### config.mk
export PLATFORM = sky130hd
export DESIGN_NAME = updown_counter_p_flat
export DESIGN_NICKNAME = d
export VERILOG_FILES = /design/src/rtl/updown_counter_p_if.sv /design/src/rtl/updown_counter_p.sv /design/src/flat_wrapper.sv
export SDC_FILE = /design/constraint.sdc
export NUM_CORES = 1
export LEC_CHECK = 0
export ABC_AREA = 1
export BUFFER_PORTS_ARGS = -buffer_cell sky130_fd_sc_hd__buf_2
export CAP_MARGIN = 10
export CORE_MARGIN = 4
export CORE_UTILIZATION = 40
export CTS_BUF_LIST = sky130_fd_sc_hd__clkbuf_8
export CTS_CLUSTER_DIAMETER = 40
export DETAILED_ROUTE_END_ITERATION = 10
export GPL_TIMING_DRIVEN = 0
export PLACE_DENSITY_LB_ADDON = 0.1
export SLEW_MARGIN = 40
export SYNTH_ARGS = -nofsm -noshare
export SYNTH_HDL_FRONTEND = slang
export SYNTH_SLANG_ARGS = --single-unit
### constraint.sdc
create_clock -name clk -period 6.5 [get_ports clk]
set_input_delay 0.65 -clock clk [delete_from_list [all_inputs] [get_ports clk]]
set_output_delay 0.65 -clock clk [all_outputs]
set_load 0.01 [all_outputs]
### src/rtl/updown_counter_p_if.sv
// Control and status bundle for updown_counter_p: the master drives the controls,
// the counter (slave) returns the count and its boundary flags.
interface updown_counter_p_if #(
  parameter int WIDTH  = 4,
  parameter int STEP_W = 3
);
  logic              load;
  logic              ce;
  logic              up_down;
  logic              sat_mode;
  logic [STEP_W-1:0] step;
  logic [WIDTH-1:0]  limit;
  logic [WIDTH-1:0]  data_load;
  logic [WIDTH-1:0]  count_out;
  logic              max_count;
  logic              zero;
  logic              ovf;
  logic              unf;

  modport master (
    output load, ce, up_down, sat_mode, step, limit, data_load,
    input  count_out, max_count, zero, ovf, unf
  );

  modport slave (
    input  load, ce, up_down, sat_mode, step, limit, data_load,
    output count_out, max_count, zero, ovf, unf
  );
endinterface

### src/rtl/updown_counter_p.sv
// Programmable up/down counter over the range 0..limit. It wraps or saturates at
// either end and raises a one-cycle ovf/unf pulse on each boundary event.
module updown_counter_p #(
  parameter int WIDTH  = 4,
  parameter int STEP_W = 3
) (
  input  logic                clk,
  input  logic                rst,
  updown_counter_p_if.slave   bus
);
  localparam int EW = WIDTH + 1;

  logic [WIDTH-1:0] r_count;
  logic             r_ovf;
  logic             r_unf;

  logic [EW-1:0]    w_cnt;
  logic [EW-1:0]    w_lim;
  logic [EW-1:0]    w_step;
  logic [EW-1:0]    w_s;
  logic [EW-1:0]    w_sum;
  logic [EW-1:0]    w_next;
  logic [WIDTH-1:0] w_load_val;
  logic             w_ovf;
  logic             w_unf;

  // One extra bit lets count+step and count+limit+1 be formed without truncation.
  assign w_cnt      = {1'b0, r_count};
  assign w_lim      = {1'b0, bus.limit};
  assign w_step     = {{(EW-STEP_W){1'b0}}, bus.step};
  assign w_s        = (w_step < w_lim) ? w_step : w_lim;
  assign w_sum      = w_cnt + w_s;
  assign w_load_val = (bus.data_load > bus.limit) ? bus.limit : bus.data_load;

  always_comb begin
    // NOTE: every output of this block gets a default first so no latch is inferred.
    w_next = w_cnt;
    w_ovf  = 1'b0;
    w_unf  = 1'b0;
    if (w_s == '0) begin
      w_next = w_cnt;
    end else if (w_cnt > w_lim) begin
      // The limit dropped under the count: up counts as an overflow, down lands on limit.
      if (bus.up_down) begin
        w_next = bus.sat_mode ? w_lim : '0;
        w_ovf  = 1'b1;
      end else begin
        w_next = w_lim;
      end
    end else if (bus.up_down) begin
      if (w_sum > w_lim) begin
        w_next = bus.sat_mode ? w_lim : (w_sum - (w_lim + 1'b1));
        w_ovf  = 1'b1;
      end else begin
        w_next = w_sum;
      end
    end else begin
      if (w_cnt >= w_s) begin
        w_next = w_cnt - w_s;
      end else begin
        w_next = bus.sat_mode ? '0 : (w_cnt + w_lim + 1'b1 - w_s);
        w_unf  = 1'b1;
      end
    end
  end

  always_ff @(posedge clk) begin
    // NOTE: state is updated with non-blocking assignments so every register sees pre-edge values.
    if (rst) begin
      r_count <= '0;
      r_ovf   <= 1'b0;
      r_unf   <= 1'b0;
    end else if (bus.load) begin
      r_count <= w_load_val;
      r_ovf   <= 1'b0;
      r_unf   <= 1'b0;
    end else if (bus.ce) begin
      r_count <= w_next[WIDTH-1:0];
      r_ovf   <= w_ovf;
      r_unf   <= w_unf;
    end else begin
      r_ovf   <= 1'b0;
      r_unf   <= 1'b0;
    end
  end

  assign bus.count_out = r_count;
  assign bus.max_count = (r_count == bus.limit);
  assign bus.zero      = (r_count == '0);
  assign bus.ovf       = r_ovf;
  assign bus.unf       = r_unf;
endmodule

### src/flat_wrapper.sv
// flat-port wrapper written by rule: the top's interface ports become plain ports
module updown_counter_p_flat 
#(
  parameter int WIDTH  = 4,
  parameter int STEP_W = 3
)
  (clk, rst, bus_load, bus_ce, bus_up_down, bus_sat_mode, bus_step, bus_limit, bus_data_load, bus_count_out, bus_max_count, bus_zero, bus_ovf, bus_unf);
  updown_counter_p_if #(.WIDTH(WIDTH), .STEP_W(STEP_W)) bus_i ();
  input  logic clk;
  input  logic rst;
  input wire logic [$bits(bus_i.load)-1:0] bus_load;
  input wire logic [$bits(bus_i.ce)-1:0] bus_ce;
  input wire logic [$bits(bus_i.up_down)-1:0] bus_up_down;
  input wire logic [$bits(bus_i.sat_mode)-1:0] bus_sat_mode;
  input wire logic [$bits(bus_i.step)-1:0] bus_step;
  input wire logic [$bits(bus_i.limit)-1:0] bus_limit;
  input wire logic [$bits(bus_i.data_load)-1:0] bus_data_load;
  output wire logic [$bits(bus_i.count_out)-1:0] bus_count_out;
  output wire logic [$bits(bus_i.max_count)-1:0] bus_max_count;
  output wire logic [$bits(bus_i.zero)-1:0] bus_zero;
  output wire logic [$bits(bus_i.ovf)-1:0] bus_ovf;
  output wire logic [$bits(bus_i.unf)-1:0] bus_unf;
  assign bus_i.load = bus_load;
  assign bus_i.ce = bus_ce;
  assign bus_i.up_down = bus_up_down;
  assign bus_i.sat_mode = bus_sat_mode;
  assign bus_i.step = bus_step;
  assign bus_i.limit = bus_limit;
  assign bus_i.data_load = bus_data_load;
  assign bus_count_out = bus_i.count_out;
  assign bus_max_count = bus_i.max_count;
  assign bus_zero = bus_i.zero;
  assign bus_ovf = bus_i.ovf;
  assign bus_unf = bus_i.unf;
  updown_counter_p #(.WIDTH(WIDTH), .STEP_W(STEP_W)) u_core (.clk(clk), .rst(rst), .bus(bus_i));
endmodule
Word-level counts from Yosys, hierarchy flattened
Cells that the tools add are included.
Word-level totals
  register bits after elaboration: 6
  input port bits: 17
  logic and storage cells: 42
Operators by class
  add/subtract/negate cells: 7
  order comparisons: 5
  eq/ne operators: 2
  muxes and demuxes: 18
  bitwise logic cells: 1
  reductions and logical operators: 6
Operators by type and width (number)
  $mux 4: 13
  $sub 4x4->4: 3
  $add 4x1->4 const B: 2
  $gt 4x4->1: 2
  $reduce_or 6->1: 1
  $add 4x4->5: 1
  $ge 4x5->1: 1
  $gt 5x4->1: 1
  $logic_not 5->1: 1
  $mux 1: 5
  $add 4x4->4: 1
  $eq 4x4->1: 1
  $logic_not 4->1: 1
  $lt 3x4->1: 1
  $reduce_or 4->1: 1
  $ne 2x2->1 const B: 1
  $reduce_and 2->1: 1
  $reduce_bool 2->1: 1
  $not 1->1: 1

Depth between registers and ports, before layout
Gate-level depths: netlist of the first run.
  depth in word-level cells: 11
  mapped depth: 27
  depth with buffers taken out: 27

Least setup slack after synthesis of the first run
OpenSTA, ideal clock, no wires.
  path kind: input-to-reg
  start point: input port bus_limit[2]
  end point: register u_core.r_count[0] (netlist: u_core.bus.count_out[0])
  data arrival time: 3.435 ns
  setup slack: 2.999 ns
  stages: 25
  cells stage by stage: inv_1 ha_1 inv_1 nor2_1 nand2_2 nand2_2 nand2_1 nand2_2 inv_1 ha_1 inv_1 fa_1 xnor2_1 ha_1 a21oi_2 nand2_1 nand2_1 nand2_1 nand2_2 nand2_2 nand2_1 nand3_1 nand2_1 nand2_1 a21oi_2
Between the ends
  longest elaborated chain between the ends: 11
  elaborated cells between the ends (all ways): 23
RTL lines
  from (decl): line flat_wrapper.sv:16  | input wire logic [$bits(bus_i.limit)-1:0] bus_limit;
  $lt 3x4->1: line updown_counter_p.sv:31  | assign w_s = (w_step < w_lim) ? w_step : w_lim;
  $mux 4: line updown_counter_p.sv:31
  $add 4x4->5: line updown_counter_p.sv:32  | assign w_sum = w_cnt + w_s;
  $sub 4x4->4: line updown_counter_p.sv:52  | w_next = bus.sat_mode ? w_lim : (w_sum - (w_lim + 1'b1));
  $mux 4: line updown_counter_p.sv:52
  $mux 4: line updown_counter_p.sv:51  | if (w_sum > w_lim) begin
  $mux 4: line updown_counter_p.sv:50  | end else if (bus.up_down) begin
  $mux 4: line updown_counter_p.sv:42  | end else if (w_cnt > w_lim) begin
  $mux 4: line updown_counter_p.sv:40  | if (w_s == '0) begin
  $mux 4: line updown_counter_p.sv:77  | end else if (bus.ce) begin
  $mux 4: line updown_counter_p.sv:73  | end else if (bus.load) begin
  to (signal assigned): line updown_counter_p.sv:74  | r_count <= w_load_val;
  to (signal assigned): line updown_counter_p.sv:78  | r_count <= w_next[WIDTH-1:0];
  to (decl): line updown_counter_p.sv:13  | logic [WIDTH-1:0] r_count;
Parallel ways exist; a longest one is shown, timed or not. The select of a mux whose other input is x is not followed.
A chain may end at the register's enable or synchronous reset.

Worst setup path in the final report of the first run
  start point: input port bus_limit[1]
  end point: register u_core.r_count[0] (netlist: u_core.bus.count_out[0])
Same word-level chain as after synthesis.

==> results of run 1 <==
==> routing by layer <==
layer  up-vias  track usage, %
li1        903               -
met1       745            22.2
met3         0            1.62
met5         -               0
met2        25            29.6
met4         0            1.98
==> final timing paths <==
kind                                   startpoint                                    to  slack (ps)
min          u_core.bus.count_out[3]$_SDFFE_PP0P_  u_core.bus.count_out[3]$_SDFFE_PP0P_         680
min reg2reg  u_core.bus.count_out[3]$_SDFFE_PP0P_  u_core.bus.count_out[3]$_SDFFE_PP0P_         680
max                                  bus_limit[1]  u_core.bus.count_out[0]$_SDFFE_PP0P_        2490
max reg2reg  u_core.bus.count_out[1]$_SDFFE_PP0P_  u_core.bus.count_out[0]$_SDFFE_PP0P_        3480
==> final cells by class <==
type	instances	area (sq um)	share of cell area [%]
Buffer	2	15.0	0.755
Clock buffer	3	41.3	2.08
Inverter	47	179	9.00
Multi-Input combinational cell	213	1450	72.9
Sequential cell	6	120	6.04
Tap cell	50	62.6	3.15
Timing Repair Buffer	24	120	6.04
==> stage by stage <==
stage / total power [mW] / instance area, sq um
CTS: 0.440 / 1990
floorplan: 0.306 / 1760
global placement: 0.381 / 1950
global route: 0.485 / 1990
finish: 0.434 / 1990
detailed placement: 0.383 / 1950
==> cell families (layout without fill, tap and decap cells) <==
logic type | after synthesis | in the layout | synth area share (%)
xor+xnor | 6 | 6 | 2.98
other cells | 2 | 2 | 0.426
compound gates | 33 | 33 | 14.4
buf+inv | 49 | 76 | 11.0
simple gates | 136 | 136 | 36.7
flops | 6 | 6 | 6.81
fa+ha+maj | 36 | 36 | 27.7
==> report_power, final <==
part	internal (mW)	leakage, nW	switching [mW]
sequential	0.0415	0.0495	0.00993
combinational	0.127	1.05	0.203
clock	0.0396	0.0216	0.0138
==> tightest hold or removal path: cells and delay by family (launching register included) <==
kind,cells,cell delay [ps]
buffers and inverters,1,80
and+or+nand+nor,2,150
AOI/OAI and AO/OA,1,30
DFF,1,370
==> cells in the mapped netlist (2+ instances only) <==
library cell  number
a21oi_1           10
a21oi_2            5
a21oi_4            4
conb_1             2
dfxtp_1            6
fa_1               5
ha_1              31
inv_1             42
inv_2              3
nand2_1           61
nand2_2           11
nand2_4            3
nand3_1           24
nand3b_1           2
nand4_1            2
nor2_1            25
nor2_2             2
o21ai_0            7
o21bai_1           2
xnor2_1            2
xor2_1             4
==> state kept, by name, summed over array words and instances (netlist names) <==
signal                count
u_core.bus.unf            1
u_core.bus.ovf            1
u_core.bus.count_out      4
==> metrics.cfg, run 1 <==
[floorplan]
initial_core_util_pct=42.6
io_pins=25
core_sq_um=4140
fp.dieArea_sq_um=5540
die_y_um=74.4
rows=23
die_x_um=74.4

[synth]
yosys.area.top_type=ha_1
ys_dominant_reg_cell=dfxtp_1
netlist_instances=268
ys_types=36
ys_ff_latch=6
synthesis.area_sq_um=1760
synthArstFlopShare_pct=0
yosysWarnings=0
yosysSeqAreaShare_pct=6.81
synth-edff-count=0
synth_top_area_share_pct=22.0
synth_fp_nets=321
avgSynthCellArea_sq_um=6.58
yosys-top-cells-area=ha_1, nand2_1, inv_1

[routing]
vias=1673
wl_met3_um=86
maxUsedRoutingLayer=met3
wirelength_mm=4.26
drt_iter0_markers=43
route.met2.wl_mm=2.08
wire_per_inst_um=12.4
route.antenna.remaining_nets=0
drt-met1-wl_mm=2.10
via_per_inst=4.85
firstDrtPassIters=4
drcViolationCount=0

[cells_and_area]
fin_util_pct=48.0
antenna_cells=0
final_common_cell=nand2_1
final_cell_mix=nand2_1, inv_1, ha_1
drive_above_1_share_pct=21.4
n_fill_cell=460
fin_nets=350
stdcell_count=345
area_growth_pct=12.7

[setup_path]
cpMostUsedCell=nand2_1
critPathRequiredTime_ps=6650
path_depth=26
crit_type=in2reg
worst-endpoint-arrival_ps=4170
critPathMaxFanout=7
worstSetupStartpointType=primary input
max_stage_delay_ps=400
cp_slowest_cell=fa_1
cp_num_buf_inv=4
timing.reg2reg.worst_path_depth=15
critical-path-top-delay-family=adder cells
cp-end-kind=flop

[clocking]
ctsHoldBuffers=0
clock_latency_ps=220
cts_max_level=1
cts_tree=yes
ctsResizeCount=0
cts_buffers=3
clock_tree.root_cell=clkbuf_8
cts_setup_buffers=0
cts_buffer_depth=2
clk_pin_slew_ps=30
clkSinkCount=6

[sta]
finalMaxSlewViolations=0
rsz0062_at_grt=no
final_hold_viol_count=0
setup_viol=0
tns_ps=0
whs_ps=683
post-route-min-period_ps=4010
max_freq_mhz=249
finalCritPeriodShare_pct=61.7
finClkSkew_ps=2.54
worst_slack_ps=2490

[grt]
grt_overflow_total=0
grt_pass1_wl_mm=7.04
grt_use_total_pct=16.6
grt_pass1_vias=1559
grt_max_degree=11
grt_antenna_before_repair=0

[place]
pre_cts_slack_ps=2230
placed_cells=342
dp_hpwl_mm=3.60
gp_congestion=0.888
port_buffers=24

[hold_path]
hold_class=reg2reg
worstHoldPathCells=4

[pwr]
powerDensity_nw_per_um2=218
leakage_nw=1.13
ir_worst_vdd_uv=195

[run_status]
status=finished, final reports clean

[run]
max-cap-violations=0

No activity file was read; power rests on OpenSTA's default activity.
==> run 2: changes to the inputs <==
- clock period: 6.5 -> 3.55 ns (I/O delays scaled with it)
==> run 2 against run 1 <==
Highest routed layer is now met4. Sequential cell count did not move. Clock-buffer cell count did not move. Largest power group unchanged. Global-route usage rose by 0.083 points. Critical path type unchanged. Setup slack got worse by 2300 ps.
==> metrics.cfg, run 2 (same netlist as run 1, synthesis figures left out) <==
[place]
dp_hpwl_mm=3.60
placed_cells=342
gp_congestion=0.888
port_buffers=24
placed_area_sq_um=1950

[sta]
final_hold_viol_count=0
finClkSkew_ps=2.58
finalMaxSlewViolations=0
max_freq_mhz=299
tns_ps=0
setup_viol=0
tightest_slew_ps=516
finalCritPeriodShare_pct=94.1
post-route-min-period_ps=3340
relSlewSlack_pct=65.6

[pwr]
ir_worst_vdd_uv=363
powerDensity_nw_per_um2=414
power_mw=0.898
leakage_nw=1.16

[clocking]
cts_buffers=3
clk_pin_slew_ps=30
clkSinkCount=6
clock_tree.root_cell=clkbuf_8
cts_buffer_depth=2
cts_max_level=1
ctsHoldBuffers=0
clock_latency_ps=220
cts_tree=yes

[cells_and_area]
final_common_cell=nand2_1
seqCellArea_sq_um=120
largest_register_ffs=4
postLayoutCellArea_sq_um=2170
fin_nets=356
multi_input_area_sq_um=1570
area_growth_pct=22.9
stdcell_count=351
drive_above_1_share_pct=28.6
n_fill_cell=442
final_cell_mix=nand2_1, inv_1, nor2_1, ha_1
antenna_cells=0

[setup_path]
critical_path.cell_chain=buf_2 > clkinvlp_4 > ha_1 > inv_1 > nor2_1 > nand2_2 > nand2_4 > nand2_2 > nand2_4 > inv_4 > ha_2 > inv_1 > fa_2 > buf_4 > fa_1 > xor2_1 > o21ai_0 > inv_1 > nand2_1 > nand3_1 > nand2_1 > nand2_1 > a21oi_2
cp_slowest_cell=fa_2
critPathMaxFanout=4
crit_start=bus_limit[2]
max_stage_delay_ps=490
worstReg2RegEnd=u_core.bus.count_out[3]$_SDFFE_PP0P_
ff2ff_setup_slack_ps=610
critPathRequiredTime_ps=3700
worstSetupStartpointType=primary input
cp-end-kind=flop
critPathCapture=u_core.bus.count_out[2]$_SDFFE_PP0P_
crit_type=in2reg
timing.reg2reg.worst_path_depth=17
worst-endpoint-arrival_ps=3490
worstReg2RegStart=u_core.bus.count_out[1]$_SDFFE_PP0P_

[grt]
grt_antenna_before_repair=0
grt_overflow_total=0
grt_pass1_wl_mm=7.07
grt_pass1_vias=1565
grt_max_degree=11
grt_use_total_pct=16.6

[run]
max-cap-violations=0

[routing]
wirelength_mm=4.54
via_per_inst=4.95
firstDrtPassIters=4
vias=1739
drcViolationCount=0
route.antenna.remaining_nets=0
drt_iter0_markers=67
wire_per_inst_um=12.9

[floorplan]
die_y_um=74.4
initial_core_util_pct=42.6
die_x_um=74.4
fp.dieArea_sq_um=5540
core_sq_um=4140
io_pins=25
rows=23

[run_status]
status=finished, final reports clean

[hold_path]
hold_class=in2reg

==> run 2: worst min-delay path by stage <==
stage,from,endpoint,slack [ps],depth (start not counted)
4_1_cts,rst,u_core.bus.count_out[0]$_SDFFE_PP0P_,450,4
3_3_place_gp,rst,u_core.bus.count_out[2]$_SDFFE_PP0P_,670,4
5_1_grt,bus_up_down,u_core.bus.ovf$_SDFF_PP0_,470,3
2_1_floorplan,bus_up_down,u_core.bus.ovf$_SDFF_PP0_,500,2
3_5_place_dp,rst,u_core.bus.count_out[0]$_SDFFE_PP0P_,680,4
6_report,rst,u_core.bus.count_out[2]$_SDFFE_PP0P_,460,4
==> run 2: per-stage QoR <==
stage | hold slack (ps) | setup slack (ps) | util, %
floorplan | 497 | 344 | -
global placement | 670 | -424 | 47.0
detailed placement | 676 | -425 | 47.0
CTS | 446 | 19.9 | 48.9
global route | 474 | -35.5 | 52.3
finish | 460 | 210 | 52.3
==> run 2: power breakdown <==
group          switching, mW  leakage, nW  total [mW]  internal [mW]
sequential            0.0193       0.0495      0.0953         0.0760
clock                 0.0253       0.0216      0.0978         0.0725
combinational          0.410         1.09       0.705          0.295
total                  0.455         1.16       0.898          0.443
==> run 2: per-layer routing <==
metal	global-route usage, %	routed length [um]
met4	1.98	14
met1	22.3	2190
met5	0	0
met2	29.7	2220
met3	1.62	111
==> run 2: cell type report <==
class | count | share of cell area [%]
clock buffer | 3 | 1.90
timing repair buffer | 30 | 7.73
tap | 50 | 2.89
multi-input combinational | 213 | 72.5
inverter | 47 | 8.71
buffer | 2 | 0.692
sequential | 6 | 5.54
==> run 2: repair_timing <==
item / in CTS / in global routing
resized for setup: 3 / 22
pin swaps: 1 / 5
setup endpoints to repair: 5 / 5
setup buffers: 3 / 3
==> run 2: critical path, delay by kind of cell <==
kind | cells | cell delay, ps
compound gates | 2 | 280
buf+inv | 7 | 620
simple gates | 9 | 790
xor+xnor | 1 | 150
fa+ha+maj | 4 | 1290
